**src/rtl/usr_pkg.sv**
```systemverilog
// usr_pkg: shared modes, burst FSM states and next-state function for univ_shift_reg.
package usr_pkg;
    localparam int MAXW = 64;
    localparam logic [2:0] MODE_HOLD = 3'd0;
    localparam logic [2:0] MODE_LOAD = 3'd1;
    localparam logic [2:0] MODE_SHL  = 3'd2;
    localparam logic [2:0] MODE_SHR  = 3'd3;
    localparam logic [2:0] MODE_ROTL = 3'd4;
    localparam logic [2:0] MODE_ROTR = 3'd5;
    typedef enum logic [1:0] {IDLE = 2'd0, BURST = 2'd1, DONE = 2'd2} state_t;
    typedef struct packed {
        logic [MAXW-1:0] q;
        logic            sout;
        logic            upd;
    } nxt_t;
    // Operates on a zero-extended register of w live bits so any WIDTH <= MAXW shares it.
    function automatic nxt_t next_qs(input logic [MAXW-1:0] q, input logic [MAXW-1:0] d,
                                     input logic sin, input logic [2:0] mode, input int w);
        logic [MAXW-1:0] mask, shl, shr;
        logic top, lsb, msb, left, right;
        nxt_t r;
        mask  = (MAXW'(1) << w) - MAXW'(1);
        top   = 1'(q >> (w - 1));
        lsb   = mode == MODE_SHL ? sin : top;
        msb   = mode == MODE_SHR ? sin : q[0];
        shl   = {q[MAXW-2:0], lsb} & mask;
        shr   = (q >> 1) | (MAXW'(msb) << (w - 1));
        left  = mode == MODE_SHL || mode == MODE_ROTL;
        right = mode == MODE_SHR || mode == MODE_ROTR;
        r.q    = mode == MODE_LOAD ? d : left ? shl : right ? shr : q;
        r.sout = left ? top : q[0];
        r.upd  = left || right;
        return r;
    endfunction
endpackage

```
**src/rtl/usr_burst_ctrl.sv**
```systemverilog
// usr_burst_ctrl: burst FSM and shift down-counter; issues apply strobes to the datapath.
module usr_burst_ctrl import usr_pkg::*; #(
    parameter int CNT_W = 4
) (
    input  logic             clk,
    input  logic             rst,
    input  logic             en,
    input  logic [2:0]       mode,
    input  logic             start,
    input  logic [CNT_W-1:0] cnt,
    output logic             busy,
    output logic             done,
    output logic             apply,
    output logic [2:0]       amode
);
    state_t           state;
    logic [CNT_W-1:0] ctr;
    logic [2:0]       lmode;
    logic             go;
    assign go    = state == IDLE && start && (mode inside {MODE_SHL, MODE_SHR, MODE_ROTL, MODE_ROTR});
    assign apply = state == BURST || (state == IDLE && !go && en);
    assign amode = state == BURST ? lmode : mode;
    always_ff @(posedge clk or negedge rst) begin
        if (!rst) begin
            state <= IDLE;
            ctr   <= '0;
            lmode <= MODE_HOLD;
            busy  <= 1'b0;
            done  <= 1'b0;
        end else begin
            done <= 1'b0;
            if (go) begin
                lmode <= mode;
                ctr   <= cnt;
                state <= cnt == '0 ? DONE : BURST;
                busy  <= cnt != '0;
                done  <= cnt == '0;
            end else if (state == BURST) begin
                ctr <= ctr - CNT_W'(1);
                if (ctr == CNT_W'(1)) begin
                    state <= DONE;
                    busy  <= 1'b0;
                    done  <= 1'b1;
                end
            end else if (state == DONE) begin
                state <= IDLE;
            end
        end
    end
endmodule

```
**src/rtl/univ_shift_reg.sv**
```systemverilog
// univ_shift_reg: WIDTH-bit universal shift register with autonomous shift bursts.
module univ_shift_reg import usr_pkg::*; #(
    parameter int WIDTH = 8,
    parameter int CNT_W = 4
) (
    input  logic             clk,
    input  logic             rst,
    input  logic             en,
    input  logic [2:0]       mode,
    input  logic [WIDTH-1:0] in,
    input  logic             sin,
    input  logic             start,
    input  logic [CNT_W-1:0] cnt,
    output logic [WIDTH-1:0] q,
    output logic             sout,
    output logic             busy,
    output logic             done
);
    logic       apply;
    logic [2:0] amode;
    nxt_t       nx;
    logic       unused_nx;
    usr_burst_ctrl #(.CNT_W(CNT_W)) u_ctrl (
        .clk(clk), .rst(rst), .en(en), .mode(mode), .start(start), .cnt(cnt),
        .busy(busy), .done(done), .apply(apply), .amode(amode)
    );
    assign nx        = next_qs(MAXW'(q), MAXW'(in), sin, amode, WIDTH);
    assign unused_nx = ^nx;
    always_ff @(posedge clk or negedge rst) begin
        if (!rst) begin
            q    <= '0;
            sout <= 1'b0;
        end else if (apply) begin
            q <= nx.q[WIDTH-1:0];
            if (nx.upd) sout <= nx.sout;
        end
    end
endmodule

```
**config.mk**
```make
export PLATFORM = sky130hd
export DESIGN_NAME = univ_shift_reg
export DESIGN_NICKNAME = d
export VERILOG_FILES = /design/src/rtl/usr_pkg.sv /design/src/rtl/usr_burst_ctrl.sv /design/src/rtl/univ_shift_reg.sv
export SDC_FILE = /design/constraint.sdc
export NUM_CORES = 1
export LEC_CHECK = 0
export BUFFER_PORTS_ARGS = -buffer_cell sky130_fd_sc_hd__buf_2
export CORE_UTILIZATION = 52
export CTS_BUF_LIST = sky130_fd_sc_hd__clkbuf_16
export CTS_CLUSTER_DIAMETER = 30
export CTS_CLUSTER_SIZE = 28
export DETAILED_ROUTE_END_ITERATION = 12
export PLACE_DENSITY_LB_ADDON = 0.1
export SLEW_MARGIN = 10
export SYNTH_ARGS = -nofsm -noshare
export SYNTH_HDL_FRONTEND = slang
export SYNTH_SLANG_ARGS = --single-unit
```
**constraint.sdc**
```tcl
create_clock -name clk -period 2.26 [get_ports clk]
set_clock_uncertainty 0.05 [all_clocks]
set_input_delay 0.226 -clock clk [delete_from_list [all_inputs] [get_ports clk]]
set_output_delay 0.226 -clock clk [all_outputs]
set_load 0.05 [all_outputs]
```
==> Yosys cells after proc, flatten, opt, wreduce, memory -nomap -nowiden <==
Index checks and enable logic that the tools add are counted.
{ "word_totals": {"out_inout_bits": 11, "reg_bits": 20, "wordCells": 63} }
{ "op_classes": {"n_eq_ne": 13, "bitwise_logic": 1, "reduce_logical": 21, "n_addsub": 1, "n_mux": 20} }
{ "ops": {"columns": ["operator", "count"], "rows": [
  ["$mux 8", 3],
  ["$eq 3x2->1 const B", 4],
  ["$eq 3x3->1 const B", 4],
  ["$mux 2", 5],
  ["$mux 1", 9],
  ["$mux 4", 2],
  ["$or 7x8->8", 1],
  ["$reduce_and 2->1", 4],
  ["$reduce_bool 4->1", 2],
  ["$reduce_bool 3->1", 2],
  ["$eq 4x1->1 const B", 1],
  ["$logic_and 1x1->1", 4],
  ["$logic_not 4->1", 1],
  ["$logic_or 1x1->1", 4],
  ["$reduce_bool 2->1", 2],
  ["$sub 4x1->4 const B", 1],
  ["$eq 3x1->1 const B", 1],
  ["$mux 3", 1],
  ["$ne 3x2->1 const B", 1],
  ["$eq 2x1->1 const B", 1],
  ["$eq 2x2->1 const B", 1],
  ["$logic_not 2->1", 1],
  ["$logic_not 1->1", 1]
]} }

==> Logic depth before layout (Yosys ltp) <==
{ "logic_depth": {"ltp_word": 8, "depth_mapped": 9, "ltp_nobuf": 7} }

==> By module <==
A second synthesis with hierarchy kept.
{ "hier_totals": {"hier_cells": 136, "area_unflattened_um2": 1277.5} }
{ "by_module_without_submodules": {"columns": ["mod", "instances", "cells_per_inst", "area_per_inst_um2"], "rows": [
  ["usr_burst_ctrl", 1, 69, 666.9],
  ["univ_shift_reg", 1, 67, 610.6]
]} }

==> Worst setup path before layout <==
OpenSTA, ideal clock, no wires.
{ "synth_path": {"path_type": "register to register", "startpoint": "reg u_ctrl.state[0]", "endpoint": "reg q[0]", "period_less_slack_ps": 1884, "path_buffers": 1, "t_arrival_ps": 1706, "required_ps": 2082, "setup_slack_ps": 376, "stages_incl_launch_ff": 7, "cell_sequence": "dfrtp_1 -> ha_1 -> buf_6 -> mux2_4 -> or4_1 -> o2111ai_1 -> a21oi_1"} }
{ "synth_via": {"elab_chain_cells": 8} }
{ "synth_lines": {"columns": ["element", "line", "text"], "rows": [
  ["start: declaration", "usr_burst_ctrl.sv:16", "state_t state;"],
  ["start signal: assignment", "usr_burst_ctrl.sv:35", "state <= cnt == '0 ? DONE : BURST;"],
  ["parallel branches: the longest is 8 deep, another holds $mux 8", null, null],
  ["end signal: assignment", "univ_shift_reg.sv:34", "q <= nx.q[WIDTH-1:0];"],
  ["end: declaration", "univ_shift_reg.sv:14", "output logic [WIDTH-1:0] q,"]
]} }
Parallel ways; which one is timed is not known.
A chain may end at the register's enable or synchronous reset.

==> Worst setup path after layout <==
{ "layout_path": {"startpoint": "reg u_ctrl.state[1]", "endpoint": "reg q[1]"} }
{ "layout_via": {"elab_chain_cells": 8} }
{ "layout_lines": {"columns": ["element"], "rows": [
  ["parallel branches: the longest is 8 deep, another holds $mux 3"]
]} }
Parallel ways; which one is timed is not known.

==> flow_metrics.env <==
export IMPL_timing_fmax_mhz=476.4
export IMPL_crit_fanout=8
export IMPL_synth_area_um2=1254
export IMPL_initial_core_util_pct=56.13
export IMPL_finalMaxSlewViolations=0
export IMPL_final_cell_mix="buf_2, dfrtp_1, nand2_1"
export IMPL_gp_congestion=0.8359
export IMPL_power_density_nw_per_um2=1530
export IMPL_antenna_found_initial=0
export IMPL_slew_headroom_pct=69.88
export IMPL_synth_top_family_by_area="compound AO/OA/AOI/OAI gates"
export IMPL_fillers=181
export IMPL_finalHoldViolCount=0
export IMPL_crit_required_ps=2330
export IMPL_worst_setup_path_type="reg -> reg"
export IMPL_die_w_um=51.10
export IMPL_maxCapViolations=0
export IMPL_path_clk_slew_ps=50
export IMPL_period_share_pct=92.87
export IMPL_syn_inst=130
export IMPL_cts_tree="built"
export IMPL_synth_fa_ha_area_share_pct=3.992
export IMPL_ys_seq_elements=20
export IMPL_wl_per_cell_um=13.54
export IMPL_worstMarginPinSlew_ps=451.8
export IMPL_detail_route_first_pass_iterations=4
export IMPL_outcome="complete, no violations"
export IMPL_period_needed_ps=2099
export IMPL_vias=1131
export IMPL_diodes=0
export IMPL_final_cells=196
export IMPL_cts_buffers=3
export IMPL_drive_gt1_share_pct=33.33
export IMPL_synthMuxAreaShare_pct=9.780
export IMPL_grt_pass1_vias=1065
export IMPL_drt_wl_total_mm=2.654
export IMPL_syn_to_final_growth_pct=25.45
export IMPL_drc=0
export IMPL_htreeDepth=1
export IMPL_seq_area_frac_synth_pct=39.92
export IMPL_synth_xor_area_share_pct=4.790
export IMPL_cts_root_buffer_cell="clkbuf_16"
export IMPL_synth_compound_area_share_pct=25.55
export IMPL_synth_edf_count=0
export IMPL_clock_latency_ps=250
export IMPL_first_iter_violations=28
export IMPL_final_antenna_net_count=0
export IMPL_grt_pass1_wl_mm=4.547
export IMPL_synthArstFlopShare_pct=100.0
export IMPL_avgSynthCellArea_um2=9.644
export IMPL_crit_arrival_ps=2170
export IMPL_via_per_inst=5.770
export IMPL_setup_viol=0
export IMPL_tns_ps=0
export IMPL_rsz0062_at_grt="no"
export IMPL_fin_ws_ps=161.1
export IMPL_num_rows=17
export IMPL_die_h_um=51.10
export IMPL_vdd_drop_max_v=0.0008756
export IMPL_portBuffers=30
export IMPL_die_area_um2=2611
export IMPL_synth_flop_cell="dfrtp_1"
export IMPL_nets=193
export IMPL_hold_class="in -> reg"
export IMPL_yosys_warnings=0
export IMPL_grt_max_degree=21
export IMPL_clkSinkCount=20
export IMPL_cp_start_kind="flop"
export IMPL_dpl_hpwl_mm=1.934
export IMPL_syn_nets=154
export IMPL_core_um2=2233
export IMPL_synthSimpleGateAreaFrac_pct=11.68
export IMPL_place_ws_ps=65.32
export IMPL_cts_buffer_depth=2
export IMPL_yosysUniqueCellTypes=38
export IMPL_final_common_cell="buf_2"
export IMPL_track_usage_pct=23.29
export IMPL_dp_cells=187
export IMPL_power_leakage_nw=0.7216
export IMPL_overflow=0
export IMPL_pin_count=31
export IMPL_critPathCaptureType="flop"
[sequential cells by signal, summed over array words and instances, names as in the netlist]
register,cells
u_ctrl.state,2
u_ctrl.lmode,3
u_ctrl.done,1
sout,1
q,8
u_ctrl.ctr,4
u_ctrl.busy,1
[per-stage QoR]
stage | power [mW] | instance area [µm²] | util [%] | hold slack [ps]
floorplan | 1.700 | 1254 | - | -119.6
global placement | 1.963 | 1445 | 64.71 | 149.1
detailed placement | 1.994 | 1445 | 64.71 | 154.0
CTS | 2.368 | 1534 | 68.68 | 180.8
finish | 2.407 | 1573 | 70.42 | 182.9
global route | 2.613 | 1573 | 70.42 | 192.8
[synth_stat cells (2+ instances only)]
cell	count	area [µm²]
a21o_1	2	15.01
a21oi_1	8	40.04
a32oi_1	6	52.55
buf_2	4	20.02
clkbuf_1	2	7.510
dfrtp_1	20	500.5
ha_1	4	50.05
inv_1	4	15.01
mux2_2	4	45.04
mux2i_1	4	40.04
nand2_1	15	56.30
nand3_1	3	15.01
nor2_1	6	22.52
o21ai_0	9	45.04
o21ai_1	8	40.04
o2bb2ai_1	6	52.55
xnor2_1	3	26.28
xor2_1	2	17.52
[cell type report]
| class | count | area [µm²] | share of cell area, % |
|---|---|---|---|
| multi-input combinational | 99 | 708.2 | 45.03 |
| sequential | 20 | 500.5 | 31.82 |
| timing repair buffer | 41 | 235.2 | 14.96 |
| clock buffer | 3 | 75.07 | 4.773 |
| tap | 28 | 35.03 | 2.228 |
| inverter | 4 | 15.01 | 0.9547 |
| clock inverter | 1 | 3.754 | 0.2387 |
[timing repair]
action | CTS | global route
endpoints found under the setup margin | 0 | 9
endpoints found under the hold margin | 20 | 0
hold buffers | 1 | 0
setup buffers | 0 | 4
gates resized for setup | 0 | 3
[routing by layer]
layer	part of all wire (%)	global-route usage (%)
met4	1.0	6.944
met3	4.7	4.762
met5	0	0
met2	50	40.13
met1	44	29.09
[critical path: stages (launching register included)]
cell       delay, ps
dfrtp_1          370
inv_1             80
ha_2             300
mux2i_4          400
buf_4            180
o21ai_1          140
a32oi_1          210
o2bb2ai_1        150
o21ai_1           80
[power by group]
| part | internal (mW) | switching (mW) | total, mW | leakage, nW |
|---|---|---|---|---|
| logic | 0.546 | 0.818 | 1.36 | 0.438 |
| registers | 0.521 | 0.158 | 0.680 | 0.245 |
| clock network | 0.235 | 0.127 | 0.363 | 0.0385 |
[worst paths after layout]
path | startpoint | end | slack [ps] | cells past startpoint
worst max-delay path | u_ctrl.state[1] | q[1] | 160 | 8
worst min-delay path | cnt[1] | u_ctrl.ctr[1] | 180 | 2
worst max register to register | u_ctrl.state[1] | q[1] | 160 | 8
worst min register to register | u_ctrl.state[1] | u_ctrl.state[1] | 430 | 1
max in group asynchronous | rst | u_ctrl.ctr[1] | 1450 | 2
min in group asynchronous | rst | q[0] | 400 | 2
[logic make-up (layout without fill, tap and decap cells)]
logic type / count (synthesis) / in the layout
AOI/OAI and AO/OA: 47 / 47
and+or+nand+nor: 32 / 32
DFF: 20 / 20
buffers and inverters: 11 / 49
muxes: 10 / 10
xor gates and xnor gates: 6 / 6
adders and majority gates: 4 / 4
Power figures use the tool's default switching activity.
